### src/rtl/arith_pkg.sv
// Shared arithmetic-unit constants and types for the sequential divider.
// Also used by the DIV64_FAST_EXCEPTION_EN build of div_64.
package arith_pkg;

    localparam int W     = 64;
    localparam int CNT_W = 7;

    typedef enum logic [1:0] {
        IDLE = 2'd0,
        BUSY = 2'd1,
        DONE = 2'd2
    } div_state_e;

    // Quotient returned for divide-by-zero and quotient overflow.
    localparam logic [W-1:0] EXC_QUOTIENT = {W{1'b1}};

endpackage

### src/rtl/div_64_if.sv
// Operand/result handshake bundle between an arithmetic-unit client and div_64.
// master = operand source / result consumer, slave = divider.
interface div_64_if;
    import arith_pkg::*;

    logic           in_valid;
    logic           in_ready;
    logic [2*W-1:0] dividend;
    logic [W-1:0]   divisor;
    logic           out_valid;
    logic           out_ready;
    logic [W-1:0]   quotient;
    logic [W-1:0]   remainder;
    logic           div_zero;
    logic           ovf;

    modport master (
        output in_valid, dividend, divisor, out_ready,
        input  in_ready, out_valid, quotient, remainder, div_zero, ovf
    );

    modport slave (
        input  in_valid, dividend, divisor, out_ready,
        output in_ready, out_valid, quotient, remainder, div_zero, ovf
    );

endinterface

### src/rtl/div_step.sv
// One combinational radix-2 restoring iteration: shift in one dividend bit,
// trial-subtract the divisor on the full W+1 bit partial remainder.
module div_step
    import arith_pkg::*;
(
    input  logic [W-1:0] r,
    input  logic         bit_in,
    input  logic [W-1:0] divisor,
    output logic [W-1:0] r_next,
    output logic         q_bit
);

    logic [W:0] t;

    always_comb begin
        t      = {r, bit_in};
        q_bit  = (t >= {1'b0, divisor});
        // When the subtract succeeds the result is < divisor, so the low W bits are exact.
        r_next = q_bit ? (t[W-1:0] - divisor) : t[W-1:0];
    end

endmodule

### src/rtl/div_64.sv
// Sequential unsigned 128/64 restoring divider, one quotient bit per cycle.
// Optional macro DIV64_FAST_EXCEPTION_EN: divide-by-zero/overflow finish after one cycle.
//
// state | meaning
// IDLE  | ready for operands
// BUSY  | iterating, one quotient bit per edge
// DONE  | result held until out_ready
module div_64
    import arith_pkg::*;
(
    input  logic     clk,
    input  logic     rst_n,
    div_64_if.slave  bus
);

    div_state_e       state;
    div_state_e       state_next;
    logic [W-1:0]     r_q;
    logic [W-1:0]     q_q;
    logic [W-1:0]     dvs_q;
    logic [W-1:0]     lo_q;
    logic [CNT_W-1:0] cnt;
    logic             dz_q;
    logic             of_q;
    logic [W-1:0]     quo_q;
    logic [W-1:0]     rem_q;
    logic             div_zero_q;
    logic             ovf_q;
    logic [W-1:0]     r_next;
    logic             q_bit;
    logic             accept;
    logic             last_iter;
    logic             exc_done;

    div_step u_step (
        .r       (r_q),
        .bit_in  (q_q[W-1]),
        .divisor (dvs_q),
        .r_next  (r_next),
        .q_bit   (q_bit)
    );

    assign accept    = bus.in_valid && (state == IDLE);
    assign last_iter = (cnt == CNT_W'(W - 1));

`ifdef DIV64_FAST_EXCEPTION_EN
    // Exceptions leave BUSY on its first edge, so out_valid rises one edge after acceptance.
    assign exc_done = dz_q | of_q;
`else
    assign exc_done = 1'b0;
`endif

    always_comb begin
        state_next = state;
        case (state)
            IDLE:    if (accept) state_next = BUSY;
            BUSY:    if (last_iter || exc_done) state_next = DONE;
            DONE:    if (bus.out_ready) state_next = IDLE;
            default: state_next = IDLE;
        endcase
    end

    always_ff @(posedge clk) begin
        if (!rst_n) state <= IDLE;
        else        state <= state_next;
    end

    always_ff @(posedge clk) begin
        if (!rst_n) begin
            r_q        <= '0;
            q_q        <= '0;
            dvs_q      <= '0;
            lo_q       <= '0;
            cnt        <= '0;
            dz_q       <= 1'b0;
            of_q       <= 1'b0;
            quo_q      <= '0;
            rem_q      <= '0;
            div_zero_q <= 1'b0;
            ovf_q      <= 1'b0;
        end else begin
            case (state)
                IDLE: begin
                    if (accept) begin
                        dvs_q <= bus.divisor;
                        r_q   <= bus.dividend[2*W-1:W];
                        q_q   <= bus.dividend[W-1:0];
                        lo_q  <= bus.dividend[W-1:0];
                        dz_q  <= (bus.divisor == '0);
                        of_q  <= (bus.divisor != '0) && (bus.dividend[2*W-1:W] >= bus.divisor);
                        cnt   <= '0;
                    end
                end
                BUSY: begin
                    r_q <= r_next;
                    q_q <= {q_q[W-2:0], q_bit};
                    cnt <= cnt + CNT_W'(1);
                    if (state_next == DONE) begin
                        if (dz_q || of_q) begin
                            quo_q      <= EXC_QUOTIENT;
                            rem_q      <= lo_q;
                            div_zero_q <= dz_q;
                            ovf_q      <= of_q;
                        end else begin
                            quo_q      <= {q_q[W-2:0], q_bit};
                            rem_q      <= r_next;
                            div_zero_q <= 1'b0;
                            ovf_q      <= 1'b0;
                        end
                    end
                end
                default: ;
            endcase
        end
    end

    assign bus.in_ready  = (state == IDLE);
    assign bus.out_valid = (state == DONE);
    assign bus.quotient  = quo_q;
    assign bus.remainder = rem_q;
    assign bus.div_zero  = div_zero_q;
    assign bus.ovf       = ovf_q;

endmodule

### src/flat_wrapper.sv
// flat-port wrapper written by rule: the top's interface ports become plain ports
module div_64_flat import arith_pkg::*;
  (clk, rst_n, bus_in_valid, bus_dividend, bus_divisor, bus_out_ready, bus_in_ready, bus_out_valid, bus_quotient, bus_remainder, bus_div_zero, bus_ovf);
  div_64_if bus_i ();
  input  logic clk;
  input  logic rst_n;
  input wire logic [$bits(bus_i.in_valid)-1:0] bus_in_valid;
  input wire logic [$bits(bus_i.dividend)-1:0] bus_dividend;
  input wire logic [$bits(bus_i.divisor)-1:0] bus_divisor;
  input wire logic [$bits(bus_i.out_ready)-1:0] bus_out_ready;
  output wire logic [$bits(bus_i.in_ready)-1:0] bus_in_ready;
  output wire logic [$bits(bus_i.out_valid)-1:0] bus_out_valid;
  output wire logic [$bits(bus_i.quotient)-1:0] bus_quotient;
  output wire logic [$bits(bus_i.remainder)-1:0] bus_remainder;
  output wire logic [$bits(bus_i.div_zero)-1:0] bus_div_zero;
  output wire logic [$bits(bus_i.ovf)-1:0] bus_ovf;
  assign bus_i.in_valid = bus_in_valid;
  assign bus_i.dividend = bus_dividend;
  assign bus_i.divisor = bus_divisor;
  assign bus_i.out_ready = bus_out_ready;
  assign bus_in_ready = bus_i.in_ready;
  assign bus_out_valid = bus_i.out_valid;
  assign bus_quotient = bus_i.quotient;
  assign bus_remainder = bus_i.remainder;
  assign bus_div_zero = bus_i.div_zero;
  assign bus_ovf = bus_i.ovf;
  div_64 u_core (.clk(clk), .rst_n(rst_n), .bus(bus_i));
endmodule
### config.mk
export PLATFORM = sky130hd
export DESIGN_NAME = div_64_flat
export DESIGN_NICKNAME = d
export VERILOG_FILES = /design/src/rtl/arith_pkg.sv /design/src/rtl/div_64_if.sv /design/src/rtl/div_step.sv /design/src/rtl/div_64.sv /design/src/flat_wrapper.sv
export SDC_FILE = /design/constraint.sdc
export NUM_CORES = 1
export LEC_CHECK = 0
export BUFFER_PORTS_ARGS = -buffer_cell sky130_fd_sc_hd__buf_2
export CAP_MARGIN = 30
export CORE_ASPECT_RATIO = 1.4
export CORE_MARGIN = 2
export CORE_UTILIZATION = 50
export CTS_CLUSTER_SIZE = 20
export DETAILED_ROUTE_END_ITERATION = 7
export PLACE_DENSITY_LB_ADDON = 0.1
export SLEW_MARGIN = 20
export SYNTH_ARGS = -nofsm -noshare
export SYNTH_HDL_FRONTEND = slang
export SYNTH_SLANG_ARGS = --single-unit
### constraint.sdc
create_clock -name clk -period 6.3 [get_ports clk]
set_clock_uncertainty 0.15 [all_clocks]
set_input_delay 0.315 -clock clk [delete_from_list [all_inputs] [get_ports clk]]
set_output_delay 0.315 -clock clk [all_outputs]
set_load 0.005 [all_outputs]
==> out/results.ini, run 1 <==
[critical_path]
rr_startpoint = u_core.dvs_q[58]$_SDFFE_PN0P_
crit_required_ns = 6.57
rrSetupSlack_ns = 1.39
crit_path_start = u_core.dvs_q[58]$_SDFFE_PN0P_
endpoint = u_core.bus.remainder[26]$_SDFFE_PN0P_
worstReg2RegEnd = u_core.bus.remainder[26]$_SDFFE_PN0P_
path_class = reg -> reg
arrival_ns = 5.18
endpoint_kind = flop
r2r_cells = 14
cp_max_fo = 32
startpoint_type = flop

[yosys]
synth-edff-count = 0
ys_ff_latch = 397
synth.distinct_cells = 83
post-synth-top-area-cell = dfxtp_1
async_flop_share_pct = 0
synth_top_area_share_pct = 36.34
synth_area_mm2 = 0.02187
synthFlopType = dfxtp_1
synth_area_leaders = dfxtp_1, nand2_1, ha_1, a21oi_1, nor3_1
ys_warn_count = 0
syn_avg_cell_area_um2 = 7.636
synthCells = 2864
syn_nets = 3190
yosysSeqAreaShare_pct = 36.34

[power_and_ir_drop]
p_per_area_mw_per_mm2 = 356.2
power.ir.vdd_worst_mv = 0.2525
leakage_nw = 11.42

[layout]
instances_no_fill = 3821
drive_gt1_share_pct = 14.05
fillers = 3863
nNetsFinal = 3560
area_delta_synth_final_pct = 23.54
final_util_pct = 62.64
final_area_mm2 = 0.02702

[place]
hpwl_um = 59590
placedInstanceArea_mm2 = 0.02368
dp.cells = 3558
place.gp.congestion = 0.9947
portBuffers = 327

[die]
die_area_mm2 = 0.04545
die_y_um = 251.5
ios = 328
coreArea_mm2 = 0.04313
start_util_pct = 50.70
dieWidth_um = 180.8
rows = 90

[clocking]
h-tree-depth = 2
cts_root_buffer = clkbuf_16
clkSlewWorstSetupHoldPaths_ns = 0.06
numCtsBuffers = 41
cts_resized = 0
cts_buffer_depth = 3
clk_latency_ns = 0.57
cts_sinks = 397
cts_tree = yes

[sta]
tightest_slew_ns = 0.9707
setup_viol = 0
rsz0062_at_grt = false
finalHoldViolCount = 0
fin_tns_setup_ns = 0
timing.hold.ws_ns = 0.01022
fin_crit_ns = 4.907
drv_slew = 0
finalCritPeriodShare_pct = 77.90
maxSlewHeadroom_pct = 35.29
max_freq_mhz = 203.8

[routing]
drc = 0
ant_nets = 0
via_per_inst = 6.099
drtPass1Iterations = 6
wl_per_cell_um = 22.08
detail_route.iter0.violations = 1837
postRouteWirelength_um = 84390
via_count = 23300

[grt]
grt_pass1_wl_um = 128700
grt_pass1_vias = 22950
grt_usage_pct = 35.56
grt_max_degree = 155
antenna_found_initial = 3
overflow = 0

[worst_hold_path]
hold_path_class = in -> reg

[status]
status = finished, final reports clean

[run]
drv_cap = 0

[final cells by class]
cell class,instances,area [um2],share of cell area (%)
sequential,397,7948,29.42
antenna,2,5.005,0.01852
multi-input combinational,2110,12560,46.49
timing repair buffer,540,3786,14.01
clock buffer,56,1184,4.381
inverter,144,548.0,2.028
clock inverter,20,295.3,1.093
tap,552,690.7,2.556
[per-layer routing]
metal	track usage, %	wire [um]
met1	43.30	33510
met2	61.14	40500
met3	5.976	6314
met4	16.45	4051
met5	0	13
[critical path, stage by stage, from the launching register on]
cell and delay, ns:
dfxtp_1 0.33, inv_1 0.04, ha_1 0.43, a21o_1 0.23
a21o_1 0.17, a21o_1 0.21, a21o_1 0.18, a21o_1 0.18
a2111oi_2 0.44, o21a_2 0.76, buf_4 0.39, nand2_2 0.06
buf_4 0.28, a211oi_1 0.71, o21ai_0 0.19
[flip-flops by register name (all words and copies together) (netlist names), 2 cells and up]
| signal | flops |
|---|---|
| u_core.lo_q | 64 |
| u_core.dvs_q | 64 |
| u_core.bus.quotient | 64 |
| u_core.q_q | 64 |
| u_core.cnt | 7 |
| u_core.bus.remainder | 64 |
| u_core.r_q | 64 |
| u_core.state | 2 |
[metrics by stage]
stage	setup slack [ns]	total power, W
2_1_floorplan	2.964	0.005596
5_1_grt	1.281	0.01004
3_5_place_dp	1.517	0.006788
6_report	1.393	0.009623
3_3_place_gp	1.606	0.006778
4_1_cts	1.535	0.009533
[power by group]
part           switching [W]  internal, W
combinational        0.00269      0.00144
sequential          0.000146      0.00268
clock                0.00112      0.00154
total                0.00396      0.00567
[cell usage after synthesis, types with 15 or more instances]
library cell / n
nand3_1: 73
nor4_1: 24
xor2_1: 21
o21a_1: 18
nor2_1: 143
xnor2_1: 30
dfxtp_1: 397
clkbuf_1: 167
or3_1: 17
a311oi_1: 32
and3_1: 24
inv_1: 144
o21ai_1: 32
buf_2: 23
o21ai_0: 127
a21o_1: 94
nand2_1: 474
o31ai_1: 15
a21oi_1: 310
a31o_1: 28
a211oi_1: 19
a31oi_1: 81
o211ai_1: 35
nand4_1: 36
a22oi_1: 52
nor3_1: 151
ha_1: 129
[kinds of logic after synthesis]
family,Yosys count,synth area share (%)
flip-flops,397,36.34
adder cells (fa/ha/maj),130,7.472
XOR/XNOR,51,2.043
buffers and inverters,357,6.494
AO/OA/AOI/OAI,937,27.22
multiplexers,5,0.2346
AND/OR/NAND/NOR,987,20.19
[what timing repair did]
item	in CTS	in global routing
endpoints found under the hold margin	249	0
hold buffers	185	0
buffers inserted	0	0
[cell usage in the layout, fill, tap and decap left out, types with 35 or more instances in the layout]
cell,n
a21o_1,94
a21oi_1,310
a22oi_1,52
a31oi_1,81
buf_2,326
clkbuf_16,42
dfxtp_1,397
dlygate4sd3_1,185
ha_1,129
inv_1,143
nand2_1,473
nand3_1,73
nand4_1,36
nor2_1,140
nor3_1,151
o211ai_1,35
o21ai_0,127
[how the worst min path moves through the flow]
stage                                  from                            end  slack (ns)  cells past startpoint
4_1_cts                    bus_dividend[95]    u_core.r_q[31]$_SDFFE_PN0P_       0.002                      3
2_1_floorplan  u_core.lo_q[31]$_SDFFE_PN0P_   u_core.lo_q[31]$_SDFFE_PN0P_        0.28                      2
3_3_place_gp    u_core.lo_q[9]$_SDFFE_PN0P_    u_core.lo_q[9]$_SDFFE_PN0P_        0.29                      2
3_5_place_dp    u_core.lo_q[6]$_SDFFE_PN0P_    u_core.lo_q[6]$_SDFFE_PN0P_        0.29                      2
6_report                    bus_divisor[59]  u_core.dvs_q[59]$_SDFFE_PN0P_        0.01                      3
5_1_grt                     bus_divisor[59]  u_core.dvs_q[59]$_SDFFE_PN0P_       0.002                      3
No activity file was read; power rests on OpenSTA's default activity.
==> run 2, diff against run 1 <==
==> constraint.sdc (replaced) <==
create_clock -name clk -period 4.8 [get_ports clk]
set_clock_uncertainty 0.15 [all_clocks]
set_input_delay 0.24 -clock clk [delete_from_list [all_inputs] [get_ports clk]]
set_output_delay 0.24 -clock clk [all_outputs]
set_load 0.005 [all_outputs]
==> run 2 against run 1 <==
Sequential power is 31% higher. First-iteration DRC count is 12% higher. Non-clock buffer count is 26 higher. Via count is 0.69% higher. Worst setup slack worse by 0.75 ns. Utilization is 0.35 points higher. Routed wire length is 0.96% lower. Clock power is 26% higher. Critical path type unchanged. Critical endpoint is now u_core.bus.remainder[6]$_SDFFE_PN0P_. Highest routed layer is now met4.
==> out/results.ini, run 2 (synthesis gave the netlist of run 1 again) <==
[status]
status = finished, final reports clean  ; unchanged

[critical_path]
endpoint_kind = flop  ; unchanged
endpoint = u_core.bus.remainder[6]$_SDFFE_PN0P_  ; was u_core.bus.remainder[26]$_SDFFE_PN0P_
worstReg2RegEnd = u_core.bus.remainder[6]$_SDFFE_PN0P_  ; was u_core.bus.remainder[26]$_SDFFE_PN0P_
startpoint_type = flop  ; unchanged
rr_startpoint = u_core.dvs_q[48]$_SDFFE_PN0P_  ; was u_core.dvs_q[58]$_SDFFE_PN0P_
cp_max_fo = 28  ; was 32
path_class = reg -> reg  ; unchanged
crit_required_ns = 5.16  ; was 6.57 ns
crit_path_start = u_core.dvs_q[48]$_SDFFE_PN0P_  ; was u_core.dvs_q[58]$_SDFFE_PN0P_
arrival_ns = 4.52  ; was 5.18 ns
rrSetupSlack_ns = 0.64  ; was 1.39 ns
r2r_cells = 13  ; was 14

[routing]
via_count = 23470  ; was 23300
detail_route.iter0.violations = 2064  ; was 1837
via_per_inst = 6.111  ; was 6.099
postRouteWirelength_um = 83580  ; was 84390 um
wl_per_cell_um = 21.77  ; was 22.08 um
drc = 0  ; unchanged
drtPass1Iterations = 7  ; was 6
ant_nets = 0  ; unchanged

[die]
die_area_mm2 = 0.04545  ; unchanged
rows = 90  ; unchanged
ios = 328  ; unchanged
dieWidth_um = 180.8  ; unchanged
die_y_um = 251.5  ; unchanged
coreArea_mm2 = 0.04313  ; unchanged
start_util_pct = 50.70  ; unchanged

[grt]
grt_usage_pct = 35.51  ; was 35.56%
antenna_found_initial = 2  ; was 3
grt_max_degree = 138  ; was 155
grt_pass1_vias = 23070  ; was 22950
overflow = 0  ; unchanged
grt_pass1_wl_um = 129300  ; was 128700 um

[clocking]
cts_tree = yes  ; unchanged
clkSlewWorstSetupHoldPaths_ns = 0.06  ; about the same
cts_root_buffer = clkbuf_16  ; unchanged
post_cts_buffers = 0  ; unchanged
clk_latency_ns = 0.57  ; about the same
cts_sinks = 397  ; unchanged
h-tree-depth = 2  ; unchanged
cts_buffer_depth = 3  ; unchanged
numCtsBuffers = 40  ; was 41

[place]
hpwl_um = 58450  ; was 59590 um
place.gp.congestion = 0.9333  ; was 0.9947
place_ws_ns = 0.7875  ; was 1.517 ns
portBuffers = 327  ; unchanged

[run]
drv_cap = 0  ; unchanged

[sta]
maxSlewHeadroom_pct = 34.20  ; was 35.29%
fin_ws_ns = 0.6396  ; was 1.393 ns
rsz0062_at_grt = false  ; unchanged
drv_slew = 0  ; unchanged
fin_tns_setup_ns = 0  ; unchanged
finalCritPeriodShare_pct = 86.68  ; was 77.90%
finalHoldViolCount = 0  ; unchanged
fin_crit_ns = 4.160  ; was 4.907 ns
tightest_slew_ns = 0.9870  ; was 0.9707 ns
max_freq_mhz = 240.4  ; was 203.8 MHz
setup_viol = 0  ; unchanged

[layout]
area_delta_synth_final_pct = 24.24  ; was 23.54%
final_common_cell = nand2_1  ; unchanged
final_util_pct = 63.00  ; was 62.64%
drive_gt1_share_pct = 14.30  ; was 14.05%
nNetsFinal = 3585  ; was 3560
layout_common_cells = nand2_1, dfxtp_1, buf_2  ; unchanged

[power_and_ir_drop]
power.ir.vdd_worst_mv = 0.3034  ; was 0.2525 mV
finalPower_w = 0.01255  ; was 0.009623 W
leakage_nw = 11.50  ; was 11.42 nW
p_per_area_mw_per_mm2 = 462.0  ; was 356.2 mW/mm2

[worst_hold_path]
hold_path_class = in -> reg  ; unchanged

-- run 2: cell count changes in the layout (fill, tap and decap cells not counted), moves of 2 or more --
cell | previous run | this run
inv_6 | 0 | 2
buf_12 | 2 | 6
clkinv_2 | 7 | 5
clkbuf_16 | 42 | 40
clkbuf_8 | 8 | 2
dlygate4sd3_1 | 185 | 192
buf_4 | 24 | 40
-- run 2: per-layer routing --
metal / vias to the layer above / wire (um) / global-route usage (%) / share of wire (%)
met5: - / 0 / 0 / 0
li1: 11020 / - / - / -
met3: 217 / 6736 / 5.673 / 8.1
met4: 0 / 3835 / 15.85 / 4.6
met1: 11160 / 34300 / 46.05 / 41
met2: 1067 / 38710 / 58.24 / 46
-- run 2: what timing repair did --
item                                    4_1_cts  5_1_grt
resized for setup                             0        0
endpoints found under the hold margin       256        0
endpoints found under the setup margin        0        0
hold buffers                                192        0
-- run 2: power breakdown --
group / internal, W / total (W) / switching (W) / leakage [nW]
sequential: 0.00352 / 0.00371 / 0.000187 / 3.24
combinational: 0.00201 / 0.00550 / 0.00349 / 7.60
clock: 0.00192 / 0.00335 / 0.00143 / 0.662
total: 0.00745 / 0.0126 / 0.00511 / 11.5
-- run 2: how the worst min path moves through the flow --
stage,start,endpoint,depth (start not counted)
6_report,bus_dividend[124],u_core.r_q[60]$_SDFFE_PN0P_,4
5_1_grt,bus_dividend[124],u_core.r_q[60]$_SDFFE_PN0P_,4
4_1_cts,bus_dividend[124],u_core.r_q[60]$_SDFFE_PN0P_,4
3_5_place_dp,u_core.lo_q[7]$_SDFFE_PN0P_,u_core.lo_q[7]$_SDFFE_PN0P_,2
3_3_place_gp,u_core.lo_q[5]$_SDFFE_PN0P_,u_core.lo_q[5]$_SDFFE_PN0P_,2
2_1_floorplan,bus_divisor[10],u_core.dvs_q[10]$_SDFFE_PN0P_,2
-- run 2: area by class of cell --
type | instances | area, um2
repair buffers | 566 | 4029
well taps | 552 | 690.7
clock buffers | 48 | 1051
diodes | 2 | 5.005
clock inverters | 21 | 337.8
multi-input cells | 2110 | 12560
inverters | 144 | 548.0
flip-flops and latches | 397 | 7948
fillers | 3858 | 15960
-- run 2: metrics by stage --
step	cell area (um2)	cells	hold WS, ns
after detailed placement	23830	3576	0.2932
after global placement	23780	3574	0.2917
final	27170	3840	0.06446
after CTS	27140	3837	0.02144
after floorplan	21870	2864	0.2260
after global routing	27170	3839	0.07733
-- run 2: critical path: stages, from the launching register on --
cell       delay (ns)
dfxtp_1          0.33
inv_1            0.05
ha_1             0.51
nand4_4          0.19
or4_4            0.58
nor2_2           0.13
nand4_1          0.12
nor4_2           0.35
a2111oi_2        0.13
o21ai_4          0.25
buf_4            0.48
o21ai_1          0.17
a311oi_1         0.48
a31o_1           0.15
==> run 3, diff against run 2 <==
--- a/config.mk
+++ b/config.mk
@@ -13,7 +13,7 @@
 export CTS_CLUSTER_SIZE = 20
 export DETAILED_ROUTE_END_ITERATION = 7
 export PLACE_DENSITY_LB_ADDON = 0.1
-export SLEW_MARGIN = 20
+export RECOVER_POWER = 25
 export SYNTH_ARGS = -nofsm -noshare
 export SYNTH_HDL_FRONTEND = slang
 export SYNTH_SLANG_ARGS = --single-unit
==> run 3 against run 2 <==
Sequential share of layout area grew 0.24 points. Cell count shrank 0.13%. Hold slack got worse by 0.030 ns. First-iteration DRC count grew 12%. Count of clock-buffer cells in the layout increased by 3. Utilization down 0.51 points.
==> out/results.ini, run 3 (synthesis gave the netlist of run 1 again) <==
[status]
status = finished, final reports clean  ; unchanged

[die]
coreArea_mm2 = 0.04313  ; unchanged
start_util_pct = 50.70  ; unchanged
die_area_mm2 = 0.04545  ; unchanged
die_y_um = 251.5  ; unchanged
dieWidth_um = 180.8  ; unchanged
rows = 90  ; unchanged
ios = 328  ; unchanged

[routing]
drtPass1Iterations = 6  ; was 7
detail_route.iter0.violations = 2320  ; was 2064
via_per_inst = 6.113  ; was 6.111
via_count = 23450  ; was 23470
drc = 0  ; unchanged
wl_per_cell_um = 21.73  ; was 21.77 um
postRouteWirelength_um = 83320  ; was 83580 um
ant_nets = 0  ; unchanged

[critical_path]
rrSetupSlack_ns = 0.64  ; about the same
rr_startpoint = u_core.dvs_q[48]$_SDFFE_PN0P_  ; unchanged
arrival_ns = 4.51  ; was 4.52 ns
endpoint_kind = flop  ; unchanged
startpoint_type = flop  ; unchanged
cp_max_fo = 28  ; unchanged
r2r_cells = 13  ; unchanged
crit_required_ns = 5.15  ; was 5.16 ns
path_class = reg -> reg  ; unchanged
worstReg2RegEnd = u_core.bus.remainder[6]$_SDFFE_PN0P_  ; unchanged

[clocking]
numCtsBuffers = 39  ; was 40
cts_root_buffer = clkbuf_16  ; unchanged
post_cts_buffers = 0  ; unchanged
clk_latency_ns = 0.56  ; was 0.57 ns
h-tree-depth = 2  ; unchanged
cts_buffer_depth = 3  ; unchanged
cts_resized = 0  ; unchanged
cts_hold_buf = 190  ; was 192
cts_sinks = 397  ; unchanged
cts_tree = yes  ; unchanged
clkSlewWorstSetupHoldPaths_ns = 0.07  ; was 0.06 ns

[sta]
max_freq_mhz = 240.4  ; about the same
maxSlewHeadroom_pct = 34.79  ; was 34.20%
finalHoldViolCount = 0  ; unchanged
timing.hold.ws_ns = 0.03447  ; was 0.06446 ns
tightest_slew_ns = 0.9782  ; was 0.9870 ns
fin_tns_setup_ns = 0  ; unchanged
drv_slew = 0  ; unchanged
finalCritPeriodShare_pct = 86.67  ; was 86.68%
setup_viol = 0  ; unchanged
rsz0062_at_grt = false  ; unchanged
fin_crit_ns = 4.160  ; about the same

[place]
hpwl_um = 58470  ; was 58450 um
place.gp.congestion = 0.9333  ; unchanged
portBuffers = 327  ; unchanged

[power_and_ir_drop]
p_per_area_mw_per_mm2 = 461.5  ; was 462.0 mW/mm2
clkPwrFrac_pct = 26.1  ; was 26.7%
seq_power_share_pct = 29.8  ; was 29.5%
switching_power_w = 0.005062  ; was 0.005106 W
finalPower_w = 0.01244  ; was 0.01255 W
p_sw_share_pct = 40.70  ; was 40.68%
leakage_nw = 11.09  ; was 11.50 nW
p_comb_share_pct = 44.1  ; was 43.8%
power.ir.vdd_worst_mv = 0.3398  ; was 0.3034 mV
power.internal_w = 0.007376  ; was 0.007446 W

[layout]
fillers = 3954  ; was 3858
nNetsFinal = 3581  ; was 3585
layout_common_cells = nand2_1, dfxtp_1, a21oi_1  ; was nand2_1, dfxtp_1, buf_2
final_common_cell = nand2_1  ; unchanged
multiInputGateArea_mm2 = 0.01256  ; unchanged
drive_gt1_share_pct = 11.61  ; was 14.30%
area_delta_synth_final_pct = 23.24  ; was 24.24%
regArea_mm2 = 0.007948  ; unchanged
num_antenna_cells = 0  ; was 2

[worst_hold_path]
hold-path-endpoint = u_core.r_q[62]$_SDFFE_PN0P_  ; was u_core.r_q[60]$_SDFFE_PN0P_
hold_path_class = in -> reg  ; unchanged
hold-path-cell-count = 4  ; unchanged
min_from = bus_dividend[126]  ; was bus_dividend[124]

[grt]
antenna_found_initial = 0  ; was 2
grt_pass1_wl_um = 129400  ; was 129300 um
grt_usage_pct = 35.54  ; was 35.51%
grt_pass1_vias = 22920  ; was 23070
grt_max_degree = 138  ; unchanged
overflow = 0  ; unchanged

[run]
drv_cap = 0  ; unchanged

==> run 3: cell types whose count changed in the layout (fill, tap and decap cells not counted), sizes merged <==
cell / previous run / this run
buf: 374 / 284
bufinv: 6 / 4
clkinv: 9 / 11
clkbuf: 48 / 140
diode: 2 / 0
clkinvlp: 4 / 0
dlygate4sd3: 192 / 190
inv: 146 / 147
==> run 3: power by group through the flow <==
stage          Clock [W]  Combinational, W  Sequential (W)
6_report         0.00324           0.00549         0.00371
3_5_place_dp           0           0.00520         0.00377
3_3_place_gp           0           0.00518         0.00376
2_1_floorplan          0           0.00364         0.00371
4_1_cts          0.00327           0.00535         0.00370
5_1_grt          0.00339           0.00593         0.00373
==> run 3: critical path, stage by stage (launching register included) <==
cell and delay (ns):
dfxtp_1 0.33, inv_1 0.05, ha_1 0.52, nand4_4 0.19, or4_4 0.59, nor2_2 0.13, nand4_1 0.11, nor4_2 0.37
a2111oi_2 0.13, o21ai_4 0.25, buf_4 0.49, o21ai_1 0.17, a311oi_1 0.47, a31o_1 0.15
==> run 3: metal layers <==
metal  GRT usage, %  routed length [um]  share of wire [%]
met5              0                   0                  0
met4          16.04                4158                5.0
met3          5.947                6981                8.4
met2          58.49               38390                 46
met1          45.69               33800                 41
==> run 3: layout make-up <==
cell class                      instances  share of cell area (%)
Multi-Input combinational cell       2110                   46.61
Sequential cell                       397                   29.49
Timing Repair Buffer                  563                   14.39
Clock buffer                           51                   4.090
Tap cell                              552                   2.563
Inverter                              144                   2.033
Clock inverter                         18                  0.8310
==> run 3: per-stage QoR <==
stage,cell area (um2),worst slack (ns),instances,utilization (%)
after floorplan,21870,1.464,2864,-
after global placement,23780,0.8261,3574,55.13
after detailed placement,23810,0.7394,3575,55.20
after CTS,27030,0.7187,3834,62.68
after global routing,26950,0.4549,3835,62.49
final,26950,0.6399,3835,62.49
==> run 3: worst max path at each step <==
stage | startpoint | end | cells after the start
floorplan | u_core.q_q[63]$_SDFFE_PN0P_ | u_core.bus.remainder[56]$_SDFFE_PN0P_ | 14
global placement | u_core.dvs_q[48]$_SDFFE_PN0P_ | u_core.bus.remainder[57]$_SDFFE_PN0P_ | 13
detailed placement | u_core.dvs_q[48]$_SDFFE_PN0P_ | u_core.bus.remainder[57]$_SDFFE_PN0P_ | 13
CTS | u_core.dvs_q[48]$_SDFFE_PN0P_ | u_core.bus.remainder[57]$_SDFFE_PN0P_ | 13
global route | u_core.dvs_q[48]$_SDFFE_PN0P_ | u_core.bus.remainder[57]$_SDFFE_PN0P_ | 13
finish | u_core.dvs_q[48]$_SDFFE_PN0P_ | u_core.bus.remainder[6]$_SDFFE_PN0P_ | 13
